## src/rtl/ps2_pkg.sv

```systemverilog
// Shared constants, state encoding and helpers for the PS/2 keyboard receiver and key encoder.
package ps2_pkg;

   localparam logic [7:0] PS2_EXT        = 8'hE0;
   localparam logic [7:0] PS2_BRK        = 8'hF0;
   localparam logic [7:0] PS2_PAUSE      = 8'hE1;
   localparam logic [2:0] PS2_PAUSE_SKIP = 3'd7;

   localparam int KEY_STROBE  = 10;
   localparam int KEY_PRESSED = 9;
   localparam int KEY_EXT     = 8;

   typedef enum logic [1:0] {
      ST_IDLE,
      ST_DATA,
      ST_PARITY,
      ST_STOP
   } ps2_state_e;

   // Bytes the keyboard sends in reply to host commands; they are not key events.
   function automatic logic isDeviceReply(input logic [7:0] code);
      case (code)
         8'hFA, 8'hAA, 8'hEE, 8'hFE, 8'h00, 8'hFF: return 1'b1;
         default:                                  return 1'b0;
      endcase
   endfunction

endpackage

```

## src/rtl/ps2_rx_frame.sv

```systemverilog
// PS/2 device-to-host frame receiver: line synchronizers, clock glitch filter, frame FSM and timeout.
module ps2_rx_frame
   import ps2_pkg::*;
#(
   parameter int FILTER_LEN = 8,
   parameter int TIMEOUT    = 49152
) (
   input  logic       clk_i,
   input  logic       rst_i,
   input  logic       ps2Clk_i,
   input  logic       ps2Dat_i,
   output logic [7:0] rxByte_o,
   output logic       byteValid_o,
   output logic       frameErr_o
);

   localparam int FCW = (FILTER_LEN > 1) ? $clog2(FILTER_LEN) : 1;
   localparam int TW  = $clog2(TIMEOUT);
   localparam logic [FCW-1:0] FILT_LAST = FCW'(FILTER_LEN - 1);
   localparam logic [TW-1:0]  TO_LAST   = TW'(TIMEOUT - 1);

   logic [1:0]     clkSync_q, datSync_q;
   logic [FCW-1:0] filtCnt_q;
   logic           filtClk_q;
   ps2_state_e     state_q, state_d;
   logic [2:0]     bitCnt_q, bitCnt_d;
   logic [7:0]     shift_q, shift_d;
   logic           parity_q, parity_d;
   logic [TW-1:0]  toCnt_q, toCnt_d;
   logic [7:0]     rxByte_q;
   logic           byteValid_q, frameErr_q;
   logic           validSet, errSet;
   logic           fallEdge, datBit;

   // Filtered clock only flips once the synchronized line has disagreed with it FILTER_LEN times in a row.
   always_ff @(posedge clk_i or posedge rst_i) begin
      if (rst_i) begin
         clkSync_q <= 2'b11;
         datSync_q <= 2'b11;
         filtCnt_q <= '0;
         filtClk_q <= 1'b1;
      end else begin
         clkSync_q <= {clkSync_q[0], ps2Clk_i};
         datSync_q <= {datSync_q[0], ps2Dat_i};
         if (clkSync_q[1] == filtClk_q) begin
            filtCnt_q <= '0;
         end else if (filtCnt_q == FILT_LAST) begin
            filtClk_q <= clkSync_q[1];
            filtCnt_q <= '0;
         end else begin
            filtCnt_q <= filtCnt_q + 1'b1;
         end
      end
   end

   assign fallEdge = filtClk_q && !clkSync_q[1] && (filtCnt_q == FILT_LAST);
   assign datBit   = datSync_q[1];

   always_comb begin
      state_d  = state_q;
      bitCnt_d = bitCnt_q;
      shift_d  = shift_q;
      parity_d = parity_q;
      toCnt_d  = toCnt_q;
      validSet = 1'b0;
      errSet   = 1'b0;
      if (fallEdge) begin
         toCnt_d = '0;
         case (state_q)
            ST_IDLE: begin
               if (!datBit) begin
                  state_d  = ST_DATA;
                  bitCnt_d = 3'd0;
               end
            end
            ST_DATA: begin
               shift_d  = {datBit, shift_q[7:1]};
               bitCnt_d = bitCnt_q + 3'd1;
               if (bitCnt_q == 3'd7) state_d = ST_PARITY;
            end
            ST_PARITY: begin
               parity_d = datBit;
               state_d  = ST_STOP;
            end
            ST_STOP: begin
               if ((^{shift_q, parity_q}) && datBit) validSet = 1'b1;
               else                                   errSet   = 1'b1;
               state_d = ST_IDLE;
            end
            default: state_d = ST_IDLE;
         endcase
      end else if (state_q != ST_IDLE) begin
         // A stalled frame is abandoned; the counter holds at its limit rather than wrapping.
         if (toCnt_q == TO_LAST) begin
            state_d = ST_IDLE;
            errSet  = 1'b1;
         end else begin
            toCnt_d = toCnt_q + 1'b1;
         end
      end else begin
         toCnt_d = '0;
      end
   end

   always_ff @(posedge clk_i or posedge rst_i) begin
      if (rst_i) begin
         state_q     <= ST_IDLE;
         bitCnt_q    <= 3'd0;
         shift_q     <= 8'h00;
         parity_q    <= 1'b0;
         toCnt_q     <= '0;
         rxByte_q    <= 8'h00;
         byteValid_q <= 1'b0;
         frameErr_q  <= 1'b0;
      end else begin
         state_q     <= state_d;
         bitCnt_q    <= bitCnt_d;
         shift_q     <= shift_d;
         parity_q    <= parity_d;
         toCnt_q     <= toCnt_d;
         byteValid_q <= validSet;
         frameErr_q  <= errSet;
         if (validSet) rxByte_q <= shift_q;
      end
   end

   assign rxByte_o    = rxByte_q;
   assign byteValid_o = byteValid_q;
   assign frameErr_o  = frameErr_q;

endmodule

```

## src/rtl/ps2_key_encoder.sv

```systemverilog
// Folds E0/F0/E1 prefixes from received PS/2 bytes into one toggle-strobed ps2_key event per key transition.
module ps2_key_encoder
   import ps2_pkg::*;
#(
   parameter int FILTER_LEN = 8,
   parameter int TIMEOUT    = 49152
) (
   input  logic        clk,
   input  logic        RESET,
   input  logic        ps2_clk_in,
   input  logic        ps2_dat_in,
   output logic [10:0] ps2_key,
   output logic        frame_err
);

   logic [7:0]  rxByte;
   logic        rxValid, rxErr;
   logic [10:0] key_q, key_d;
   logic        ext_q, ext_d;
   logic        brk_q, brk_d;
   logic [2:0]  skip_q, skip_d;

   ps2_rx_frame #(
      .FILTER_LEN (FILTER_LEN),
      .TIMEOUT    (TIMEOUT)
   ) uRxFrame (
      .clk_i       (clk),
      .rst_i       (RESET),
      .ps2Clk_i    (ps2_clk_in),
      .ps2Dat_i    (ps2_dat_in),
      .rxByte_o    (rxByte),
      .byteValid_o (rxValid),
      .frameErr_o  (rxErr)
   );

   // A corrupted frame may have been part of a prefixed sequence, so pending prefixes are dropped.
   always_comb begin
      key_d  = key_q;
      ext_d  = ext_q;
      brk_d  = brk_q;
      skip_d = skip_q;
      if (rxErr) begin
         ext_d = 1'b0;
         brk_d = 1'b0;
      end else if (rxValid) begin
         if (skip_q != 3'd0) begin
            skip_d = skip_q - 3'd1;
         end else if (rxByte == PS2_PAUSE) begin
            skip_d = PS2_PAUSE_SKIP;
            ext_d  = 1'b0;
            brk_d  = 1'b0;
         end else if (rxByte == PS2_EXT) begin
            ext_d = 1'b1;
         end else if (rxByte == PS2_BRK) begin
            brk_d = 1'b1;
         end else if (!ext_q && !brk_q && isDeviceReply(rxByte)) begin
            key_d = key_q;
         end else begin
            key_d[KEY_STROBE]  = ~key_q[KEY_STROBE];
            key_d[KEY_PRESSED] = ~brk_q;
            key_d[KEY_EXT]     = ext_q;
            key_d[7:0]         = rxByte;
            ext_d              = 1'b0;
            brk_d              = 1'b0;
         end
      end
   end

   always_ff @(posedge clk or posedge RESET) begin
      if (RESET) begin
         key_q  <= 11'h000;
         ext_q  <= 1'b0;
         brk_q  <= 1'b0;
         skip_q <= 3'd0;
      end else begin
         key_q  <= key_d;
         ext_q  <= ext_d;
         brk_q  <= brk_d;
         skip_q <= skip_d;
      end
   end

   assign ps2_key   = key_q;
   assign frame_err = rxErr;

endmodule

```

## config.mk

```make
export PLATFORM = sky130hd
export DESIGN_NAME = ps2_key_encoder
export DESIGN_NICKNAME = d
export VERILOG_FILES = /design/src/rtl/ps2_pkg.sv /design/src/rtl/ps2_rx_frame.sv /design/src/rtl/ps2_key_encoder.sv
export SDC_FILE = /design/constraint.sdc
export NUM_CORES = 1
export LEC_CHECK = 0
export ABC_CLOCK_PERIOD_IN_PS = 3450
export BUFFER_PORTS_ARGS = -buffer_cell sky130_fd_sc_hd__buf_4
export CAP_MARGIN = 5
export CELL_PAD_IN_SITES_DETAIL_PLACEMENT = 0
export CELL_PAD_IN_SITES_GLOBAL_PLACEMENT = 1
export CORE_ASPECT_RATIO = 0.5
export CORE_UTILIZATION = 35
export CTS_CLUSTER_SIZE = 8
export DETAILED_ROUTE_END_ITERATION = 8
export PLACE_DENSITY = 0.59
export SLEW_MARGIN = 20
export SYNTH_ARGS = -nofsm -noshare
export SYNTH_HDL_FRONTEND = slang
export SYNTH_SLANG_ARGS = --single-unit
```

## constraint.sdc

```tcl
create_clock -name clk -period 3.45 [get_ports clk]
set_input_delay 0.345 -clock clk [delete_from_list [all_inputs] [get_ports clk]]
set_output_delay 0.345 -clock clk [all_outputs]
set_load 0.01 [all_outputs]
```

==> results of run 1 <==
[per-layer routing]
layer | global-route usage | up-vias | routed length, um
met4 | 0.0682 | 0 | 91
met3 | 0.0428 | 7 | 211
met1 | 0.179 | 931 | 2800
li1 | - | 957 | -
met5 | 0 | - | 0
met2 | 0.213 | 33 | 2280
[layout make-up]
cell class	count	area (sq um)
clock inverter	2	10.0
clock buffer	14	244
sequential	64	1610
fill	785	4680
tap	112	140
multi-input combinational	173	1330
timing repair buffer	16	120
inverter	11	42.5
[through the flow]
step / cell area [sq um] / std cells / total power, W / setup WS [ps] / hold WS, ps
6_report: 3500 / 392 / 0.00160 / 1300 / 128
5_1_grt: 3500 / 392 / 0.00167 / 1140 / 119
4_1_cts: 3500 / 392 / 0.00163 / 1300 / 116
3_5_place_dp: 3240 / 376 / 0.000838 / 1300 / 347
3_3_place_gp: 3240 / 376 / 0.000833 / 1330 / 345
2_1_floorplan: 3010 / 255 / 0.000821 / 1520 / 345
[flip-flops by register name, indices dropped and copies added, names as in the netlist, 2 cells and up]
register and count:
uRxFrame.datSync_q 2, uRxFrame.toCnt_q 16, uRxFrame.rxByte_o 8, uRxFrame.state_q 2, uRxFrame.shift_q 8, ps2_key 11
uRxFrame.clkSync_q 2, skip_q 3, uRxFrame.bitCnt_q 3, uRxFrame.filtCnt_q 3
[cell families (layout without fill, tap and decap cells)]
| family | count (synthesis) | in the layout | share of synthesized area |
|---|---|---|---|
| AND/OR/NAND/NOR | 72 | 72 | 0.127 |
| adder cells (fa/ha/maj) | 12 | 12 | 0.0498 |
| XOR/XNOR | 21 | 21 | 0.0681 |
| multiplexers | 30 | 30 | 0.110 |
| flip-flops | 64 | 64 | 0.534 |
| buffers and inverters | 18 | 43 | 0.0241 |
| AO/OA/AOI/OAI | 38 | 38 | 0.0876 |
[layout by cell type, fill, tap and decap left out, types with 10 or more instances in the layout]
master and n:
dfrtp_1 59, mux2_2 25, nor2_1 18, buf_4 16, nand2_1 14, ha_1 12
nand3_1 10, xnor2_1 10, inv_1 10
[worst max path at each step]
stage / start / cells after the start / slack [ps] / end
after CTS: uRxFrame.rxByte_o[7] / 5 / 1300 / ps2_key[5]
after floorplan: RESET / 1 / 1520 / brk_q
after global placement: uRxFrame.rxByte_o[7] / 5 / 1330 / ps2_key[7]
after global routing: uRxFrame.rxByte_o[7] / 5 / 1140 / ps2_key[5]
after detailed placement: uRxFrame.rxByte_o[7] / 5 / 1300 / ps2_key[5]
final: uRxFrame.rxByte_o[7] / 5 / 1300 / ps2_key[5]
[power by group through the flow]
stage                     combinational, W  sequential, W  clock [W]
after floorplan                  0.0000325       0.000789          0
after global placement           0.0000433       0.000790          0
after detailed placement         0.0000467       0.000792          0
after CTS                        0.0000472       0.000779   0.000803
after global routing             0.0000537       0.000780   0.000838
final                            0.0000447       0.000779   0.000780
[worst reg2reg max path: cells and delay by family (launching register included)]
family,cells,cell delay [ps]
mux,1,390
simple gates,2,900
flops,1,420
compound gates,2,320
==> run_results.csv, run 1 <==
group,metric,value,unit
sta,fin_setup_tns,0,ps
global_routing,grt_pass1_vias,1947,
global_routing,grt_overflow,0,
setup_path,start_kind,"flip-flop",
sta,rsz0062_at_grt,"no",
clocking,cts_hold_buf,0,
clocking,post-cts-setup-buffers,0,
power_and_ir_drop,vdd_drop_max,0.000233,V
drt,post-route-drc-count,0,
setup_path,crit_family,"simple AND/OR/NAND/NOR gates",
yosys,synth_edf_count,0,
drt,ant_nets,0,
sta,worstMarginPinSlew,790,ps
min_path,min_to,"uRxFrame.clkSync_q[0]",
yosys,syn_avg_cell_area,11.8,sq um
power_and_ir_drop,p_comb_frac,0.028,
yosys,yosysTopAreaCell,"dfrtp_1",
global_routing,grt_pass1_wl,9.43,mm
status,status,"finished, final reports clean",
power_and_ir_drop,intPower,0.00127,W
setup_path,critical_path_arrival,2350,ps
yosys,synthTopCellsByArea,"dfrtp_1 49%, mux2_2 9.3%, ha_1 5.0%",
sta,skew,6.69,ps
sta,timing.fmax,0.466,GHz
finish,final_core_util,0.428,
finish,nets,291,
power_and_ir_drop,seqPwrFrac,0.486,
clocking,root_buffer,"clkbuf_16",
setup_path,required,3660,ps
flow_run,max_cap_viol_count,0,
power_and_ir_drop,switching_share,0.207,
floorplanning,dieArea,9010,sq um
yosys,ys_seq_area_frac,0.534,
min_path,hold_path_class,"in2reg",
yosys,ys.flop_type,"dfrtp_1",
global_routing,grt_max_degree,47,
sta,setup_violations,0,
clocking,cts_buffer_depth,2,
placed_design,gp_congestion,0.729,
power_and_ir_drop,p_leak,1.63,nW
setup_path,r2r_cells,5,
yosys,yosysMostFrequentCell,"dfrtp_1",
clocking,clkTransAtPathRegs,50,ps
clocking,clock-sinks,64,
sta,relSlewSlack,0.473,
floorplanning,fp.dieW,133,um
clocking,clk_latency,320,ps
floorplanning,initial_core_util,0.369,
sta,period_needed,2150,ps
yosys,yosysUniqueCellTypes,47,
finish,antenna_cells,0,
finish,area_growth,16.1,%
floorplanning,dieHeight,67.6,um
finish,drive_gt1_frac,0.225,
setup_path,endpoint_kind,"flip-flop",
setup_path,r2r_start,"uRxFrame.rxByte_o[7]",
placed_design,dp.final_hpwl,3.65,mm
setup_path,cp_slowest_stage_delay,520,ps
yosys,ys_warn_count,0,
setup_path,path_class,"reg2reg",
setup_path,rrSetupSlack,1300,ps
power_and_ir_drop,clkPwrFrac,0.486,
placed_design,port_buffers,15,
setup_path,path_buf_inv,0,
yosys,yosys-top-cells-count,"59 x dfrtp_1, 25 x mux2_2, 18 x nor2_1",
drt,viasPerCell,4.92,
drt,drt-total-wl,5.38,mm
clocking,cts_resized,0,
power_and_ir_drop,cellPowerDensity,458,nW/um^2
yosys,synthArstFlopShare,1.00,
global_routing,antenna_found_initial,0,
sta,fin_crit_sh,0.622,
setup_path,crit_slowest_cell,"or4_1",
min_path,min_from,"ps2_clk_in",
yosys,synthCells,255,
setup_path,path_cells,"or4_1, o21ai_0, o211ai_1, nand2_1, mux2_2",
global_routing,track_usage,0.138,
yosys,yosysTopAreaCellShare,0.490,
sta,maxSlewViolCount,0,
sta,hold_viol,0,
floorplanning,io_pins,16,
yosys,netlist_area,3010,sq um
setup_path,crit_fanout,11,
yosys,synth_fp_nets,271,
power_and_ir_drop,power.switching,0.000332,W
drt,route.vias.total,1928,
clocking,htreeDepth,3,
floorplanning,fp.coreArea,8170,sq um
yosys,ys_ff_latch,64,
drt,firstDrtPassIters,4,
drt,wl_per_cell,13.7,um
clocking,numCtsBuffers,9,
floorplanning,row_count,23,
drt,drtIter0Drc,142,
clocking,cts_tree,"built",
setup_path,rr_endpoint,"ps2_key[5]",
min_path,min_path_cells,1,
Power figures use the tool's default switching activity.
==> run 2, diff against run 1 <==
--- a/config.mk
+++ b/config.mk
@@ -5,7 +5,7 @@
 export SDC_FILE = /design/constraint.sdc
 export NUM_CORES = 1
 export LEC_CHECK = 0
-export ABC_CLOCK_PERIOD_IN_PS = 3450
+export ABC_CLOCK_PERIOD_IN_PS = 1900
 export BUFFER_PORTS_ARGS = -buffer_cell sky130_fd_sc_hd__buf_4
 export CAP_MARGIN = 5
 export CELL_PAD_IN_SITES_DETAIL_PLACEMENT = 0
@@ -14,7 +14,7 @@
 export CORE_UTILIZATION = 35
 export CTS_CLUSTER_SIZE = 8
 export DETAILED_ROUTE_END_ITERATION = 8
-export PLACE_DENSITY = 0.59
+export PLACE_DENSITY = 0.62
 export SLEW_MARGIN = 20
 export SYNTH_ARGS = -nofsm -noshare
 export SYNTH_HDL_FRONTEND = slang
==> constraint.sdc (replaced) <==
create_clock -name clk -period 1.9 [get_ports clk]
set_input_delay 0.19 -clock clk [delete_from_list [all_inputs] [get_ports clk]]
set_output_delay 0.19 -clock clk [all_outputs]
set_load 0.01 [all_outputs]
==> run 2 against run 1 <==
Sequential share of layout area down 4.3 points. Worst hold slack better by 230 ps. Largest cell class unchanged. Power up 84%. Routed wire length up 3.0%. Final cell count up 8.4%. Clock power up 85%. Clock skew about the same. Global-route usage up 0.075 points. Via count up 6.2%. Cell area up 10%. Worst setup slack worse by 1300 ps. Sequential cell count unchanged.
==> run_results.csv, run 2 (synthesis results as in run 1) <==
group,metric,value,unit
status,status,"finished, final reports clean",
finish,area_growth,27.9,%
clocking,root_buffer,"clkbuf_16",
finish,final_cells,425,
finish,antenna_cells,0,
drt,route.vias.total,2048,
finish,fill_cells,764,
min_path,min_from,"uRxFrame.clkSync_q[0]",
min_path,min_to,"uRxFrame.clkSync_q[1]",
setup_path,rr_endpoint,"brk_q",
setup_path,endpoint_kind,"flip-flop",
finish,drive_gt1_frac,0.323,
global_routing,grt_pass1_vias,2082,
setup_path,r2r_cells,6,
clocking,clk_latency,320,ps
drt,post-route-drc-count,0,
finish,mostFrequentLayoutCell,"dfrtp_1",
setup_path,crit_slowest_cell,"or4_1",
drt,firstDrtPassIters,4,
global_routing,grt_max_degree,41,
sta,worstMarginPinSlew,533,ps
placed_design,dp.final_hpwl,3.84,mm
floorplanning,io_pins,16,
clocking,clock-sinks,64,
floorplanning,dieHeight,67.6,um
setup_path,cp_slowest_stage_delay,510,ps
setup_path,timing.critical_path.from,"uRxFrame.rxByte_o[1]",
floorplanning,fp.coreArea,8170,sq um
setup_path,crit_fanout,3,
min_path,hold_path_class,"reg2reg",
floorplanning,initial_core_util,0.369,
floorplanning,dieArea,9010,sq um
sta,setup_ws,37.8,ps
drt,drtIter0Drc,78,
power_and_ir_drop,cellPowerDensity,764,nW/um^2
setup_path,path_buf_inv,1,
placed_design,post_dp_cell_area,3470,sq um
sta,setup_violations,0,
finish,largest_register_ffs,16,
drt,wl_per_cell,13.0,um
finish,final_cell_mix,"59 x dfrtp_1, 44 x buf_4, 19 x mux2_2, 18 x nor2_1, 14 x nand2_1",
clocking,htreeDepth,3,
clocking,cts_buffer_depth,2,
sta,timing.fmax,0.537,GHz
sta,relSlewSlack,0.644,
flow_run,max_cap_viol_count,0,
clocking,cts_tree,"built",
floorplanning,fp.dieW,133,um
finish,regArea,1610,sq um
drt,ant_nets,0,
setup_path,critical_path_arrival,2100,ps
floorplanning,row_count,23,
power_and_ir_drop,p_leak,1.83,nW
sta,maxSlewViolCount,0,
clocking,clkTransAtPathRegs,50,ps
setup_path,crit_family,"compound AO/OA/AOI/OAI gates",
global_routing,grt_pass1_wl,9.58,mm
setup_path,r2r_start,"uRxFrame.rxByte_o[1]",
power_and_ir_drop,vdd_drop_max,0.000417,V
sta,rsz0062_at_grt,"yes",
finish,multi_input_area,1410,sq um
finish,nets,324,
setup_path,rrSetupSlack,40,ps
setup_path,start_kind,"flip-flop",
sta,period_needed,1860,ps
sta,hold_viol,0,
finish,regMostFlops,"uRxFrame.toCnt_q",
drt,viasPerCell,4.82,
sta,skew,6.34,ps
placed_design,dp_cells,405,
setup_path,path_class,"reg2reg",
global_routing,antenna_found_initial,0,
setup_path,required,2140,ps
finish,design_area,3850,sq um
placed_design,port_buffers,15,
global_routing,track_usage,0.139,
min_path,min_path_cells,0,
placed_design,dp_slack,-17.8,ps
placed_design,gp_congestion,0.798,
global_routing,grt_overflow,0,
sta,fin_crit_sh,0.980,
drt,drt-total-wl,5.54,mm
clocking,numCtsBuffers,9,
setup_path,path_cells,"or4_1, o21ai_1, o211ai_1, buf_4, a31o_4, a221oi_2",
## run 2: cell count changes in the layout (fill, tap and decap cells not counted), sizes merged
cell,change
buf,+30
dlygate4sd3,+3
clkinv,-2
clkbuf,+1
inv,+1
## run 2: final cells by class
| cell class | count | share of cell area |
|---|---|---|
| flip-flops and latches | 64 | 0.417 |
| multi-input cells | 173 | 0.366 |
| repair buffers | 49 | 0.102 |
| clock buffers | 15 | 0.0669 |
| well taps | 112 | 0.0364 |
| inverters | 11 | 0.0107 |
| clock inverters | 1 | 0.00130 |
## run 2: worst max-delay path by stage
| stage | cells after the start | slack (ps) | to |
|---|---|---|---|
| detailed placement | 6 | -20 | brk_q |
| finish | 6 | 40 | brk_q |
| global route | 6 | -40 | brk_q |
| global placement | 6 | 10 | ps2_key[6] |
| floorplan | 6 | 20 | ps2_key[0] |
| CTS | 6 | 6 | brk_q |
## run 2: repair_timing
item	in CTS	in global routing
hold buffers	3	0
endpoints found under the hold margin	21	0
buffers inserted	0	1
resized for setup	3	15
pin swaps	1	0
setup endpoints to repair	15	20
## run 2: through the flow
stage / TNS, ps / power (W) / hold WS, ps / utilization
6_report: 0 / 0.00295 / 354 / 0.472
4_1_cts: 0 / 0.00300 / 355 / 0.462
5_1_grt: -379 / 0.00309 / 363 / 0.472
3_5_place_dp: -91.4 / 0.00152 / 279 / 0.425
2_1_floorplan: 0 / 0.00149 / 194 / -
3_3_place_gp: 0 / 0.00152 / 266 / 0.425
## run 2: routing by layer
layer	wire [um]	vias to the layer above	GRT usage
li1	-	1020	-
met1	2750	998	0.165
met2	2520	21	0.236
met3	176	9	0.0465
met4	91	0	0.0597
met5	0	-	0
## run 2: report_power, final
| part | switching (W) | internal (W) | leakage [nW] | total, W |
|---|---|---|---|---|
| registers | 0.0000136 | 0.00140 | 0.875 | 0.00141 |
| logic | 0.0000502 | 0.0000377 | 0.830 | 0.0000879 |
| clock network | 0.000527 | 0.000916 | 0.128 | 0.00144 |
| total | 0.000591 | 0.00235 | 1.83 | 0.00295 |
==> run 3, diff against run 2 <==
--- a/config.mk
+++ b/config.mk
@@ -11,10 +11,10 @@
 export CELL_PAD_IN_SITES_DETAIL_PLACEMENT = 0
 export CELL_PAD_IN_SITES_GLOBAL_PLACEMENT = 1
 export CORE_ASPECT_RATIO = 0.5
-export CORE_UTILIZATION = 35
+export CORE_UTILIZATION = 40
 export CTS_CLUSTER_SIZE = 8
 export DETAILED_ROUTE_END_ITERATION = 8
-export PLACE_DENSITY = 0.62
+export PLACE_DENSITY = 0.69
 export SLEW_MARGIN = 20
 export SYNTH_ARGS = -nofsm -noshare
 export SYNTH_HDL_FRONTEND = slang
==> run 3 against run 2 <==
Register-to-register slack hardly changed. Combinational power down 0.5%. Maximum frequency shrank 0.78%. Routed wire length rose by 0.60%. Sequential cell count unchanged. Clock skew fell by 1.7 ps. Utilization is 8.3 points higher. Count of clock-buffer cells in the layout down 3. Final cell count down 4.5%. Critical path type unchanged. Largest cell class unchanged. Highest routed layer unchanged.
==> run_results.csv, run 3 (synthesis results as in run 1) <==
group,metric,value,unit
setup_path,start_kind,"flip-flop",
global_routing,grtUsageMet3,0.0739,
placed_design,dp_slack,-59.5,ps
global_routing,grt_overflow,0,
setup_path,critical_path_arrival,2080,ps
setup_path,crit_family,"XOR/XNOR gates",
flow_run,max_cap_viol_count,0,
setup_path,rrSetupSlack,20,ps
min_path,hold_path_class,"reg2reg",
global_routing,grt_pass1_wl,9.92,mm
setup_path,timing.critical_path.from,"uRxFrame.shift_q[1]",
floorplanning,io_pins,16,
setup_path,crit_slowest_cell,"xnor3_1",
clocking,htreeDepth,3,
setup_path,crit_fanout,9,
drt,route.vias.total,2092,
global_routing,track_usage,0.164,
drt,firstDrtPassIters,4,
power_and_ir_drop,vdd_drop_max,0.000485,V
clocking,clock-sinks,64,
sta,timing.hold.ws,355,ps
sta,skew,4.66,ps
finish,largest_register_ffs,16,
global_routing,antenna_found_initial,0,
setup_path,rr_endpoint,"uRxFrame.rxByte_o[6]",
drt,post-route-drc-count,0,
sta,fin_crit_sh,0.988,
drt,drtIter0Drc,83,
setup_path,path_class,"reg2reg",
sta,rsz0062_at_grt,"yes",
finish,mostFrequentLayoutCell,"dfrtp_1",
setup_path,path_buf_inv,0,
setup_path,r2r_start,"uRxFrame.shift_q[1]",
sta,timing.fmax,0.533,GHz
placed_design,port_buffers,15,
drt,viasPerCell,5.15,
floorplanning,dieArea,7900,sq um
sta,hold_viol,0,
floorplanning,fp.coreArea,6960,sq um
global_routing,grt_max_degree,41,
drt,drt-total-wl,5.57,mm
clocking,cts_buffer_depth,2,
clocking,clk_latency,330,ps
sta,period_needed,1880,ps
clocking,clkTransAtPathRegs,50,ps
floorplanning,fp.dieW,125,um
placed_design,gp_congestion,0.826,
finish,area_growth,28.2,%
finish,regMostFlops,"uRxFrame.toCnt_q",
finish,final_cell_mix,"59 x dfrtp_1, 44 x buf_4, 21 x mux2_2, 18 x nor2_1, 14 x nand2_1",
sta,maxSlewViolCount,0,
finish,antenna_cells,0,
drt,ant_nets,0,
status,status,"finished, final reports clean",
sta,fin_setup_tns,0,ps
clocking,cts_tree,"built",
finish,final_core_util,0.555,
global_routing,grt_busiest_layer,"met2",
setup_path,required,2110,ps
floorplanning,row_count,21,
setup_path,r2r_cells,5,
global_routing,grt_util_met1,0.196,
power_and_ir_drop,cellPowerDensity,799,nW/um^2
sta,relSlewSlack,0.632,
floorplanning,initial_core_util,0.433,
setup_path,endpoint_kind,"flip-flop",
global_routing,met2_usage,0.255,
sta,setup_violations,0,
placed_design,dp.final_hpwl,3.82,mm
power_and_ir_drop,p_leak,1.86,nW
setup_path,cp_num_cells,5,
global_routing,grt_pass1_vias,2181,
clocking,root_buffer,"clkbuf_16",
finish,drive_gt1_frac,0.338,
sta,worstMarginPinSlew,551,ps
setup_path,path_cells,"xnor2_1, xnor3_1, xnor2_2, nand4_4, mux2_2",
drt,wl_per_cell,13.7,um
setup_path,cp_slowest_stage_delay,450,ps
floorplanning,dieHeight,63.4,um
finish,nets,325,
setup_path,worstSetupEndpoint,"uRxFrame.rxByte_o[6]",
sta,setup_ws,23.1,ps
clocking,numCtsBuffers,9,
run 3: cell count changes in the layout (fill, tap and decap cells not counted):
cell / delta
a211oi_1: +1
a211oi_2: -1
buf_6: +1
bufinv_16: +1
clkbuf_1: -3
clkinv_2: +2
mux2_2: +2
mux2_4: -2
o21ai_1: -1
o21ai_2: +1
or4_1: -1
or4_4: +1
run 3: metal layers:
layer | up-vias | wire length (um)
met5 | - | 0
met4 | 0 | 117
met3 | 13 | 222
met2 | 32 | 2520
met1 | 1028 | 2710
li1 | 1019 | -
run 3: timing repair:
action,4_1_cts,5_1_grt
endpoints found under the hold margin,21,0
gates resized for setup,4,14
buffers inserted,0,2
endpoints found under the setup margin,13,24
pin swaps,3,3
hold buffers,3,0
run 3: power by group:
part           total [W]  switching, W  leakage (nW)  internal (W)
sequential       0.00141     0.0000138         0.875       0.00140
combinational  0.0000875     0.0000505         0.838     0.0000370
clock            0.00159      0.000544         0.146       0.00104
run 3: per-stage QoR:
stage / area [sq um] / std cells / power (W)
floorplan: 3010 / 255 / 0.00149
global placement: 3450 / 385 / 0.00152
detailed placement: 3450 / 385 / 0.00152
CTS: 3780 / 404 / 0.00315
global route: 3860 / 406 / 0.00325
finish: 3860 / 406 / 0.00309
run 3: final cells by class:
class,instances,area [sq um]
clock buffers,12,246
clock inverters,4,45.0
fillers,594,3100
inverters,11,41.3
multi-input cells,173,1410
flip-flops and latches,64,1610
well taps,92,115
repair buffers,50,403
run 3: how the worst min path moves through the flow:
stage               cells past startpoint               endpoint             startpoint  slack, ps
detailed placement                      2   uRxFrame.toCnt_q[10]                  RESET        280
global placement                        2   uRxFrame.toCnt_q[10]                  RESET        270
global route                            0  uRxFrame.clkSync_q[1]  uRxFrame.clkSync_q[0]        360
finish                                  0  uRxFrame.clkSync_q[1]  uRxFrame.clkSync_q[0]        350
floorplan                               0  uRxFrame.clkSync_q[0]             ps2_clk_in        190
CTS                                     0  uRxFrame.clkSync_q[1]  uRxFrame.clkSync_q[0]        360
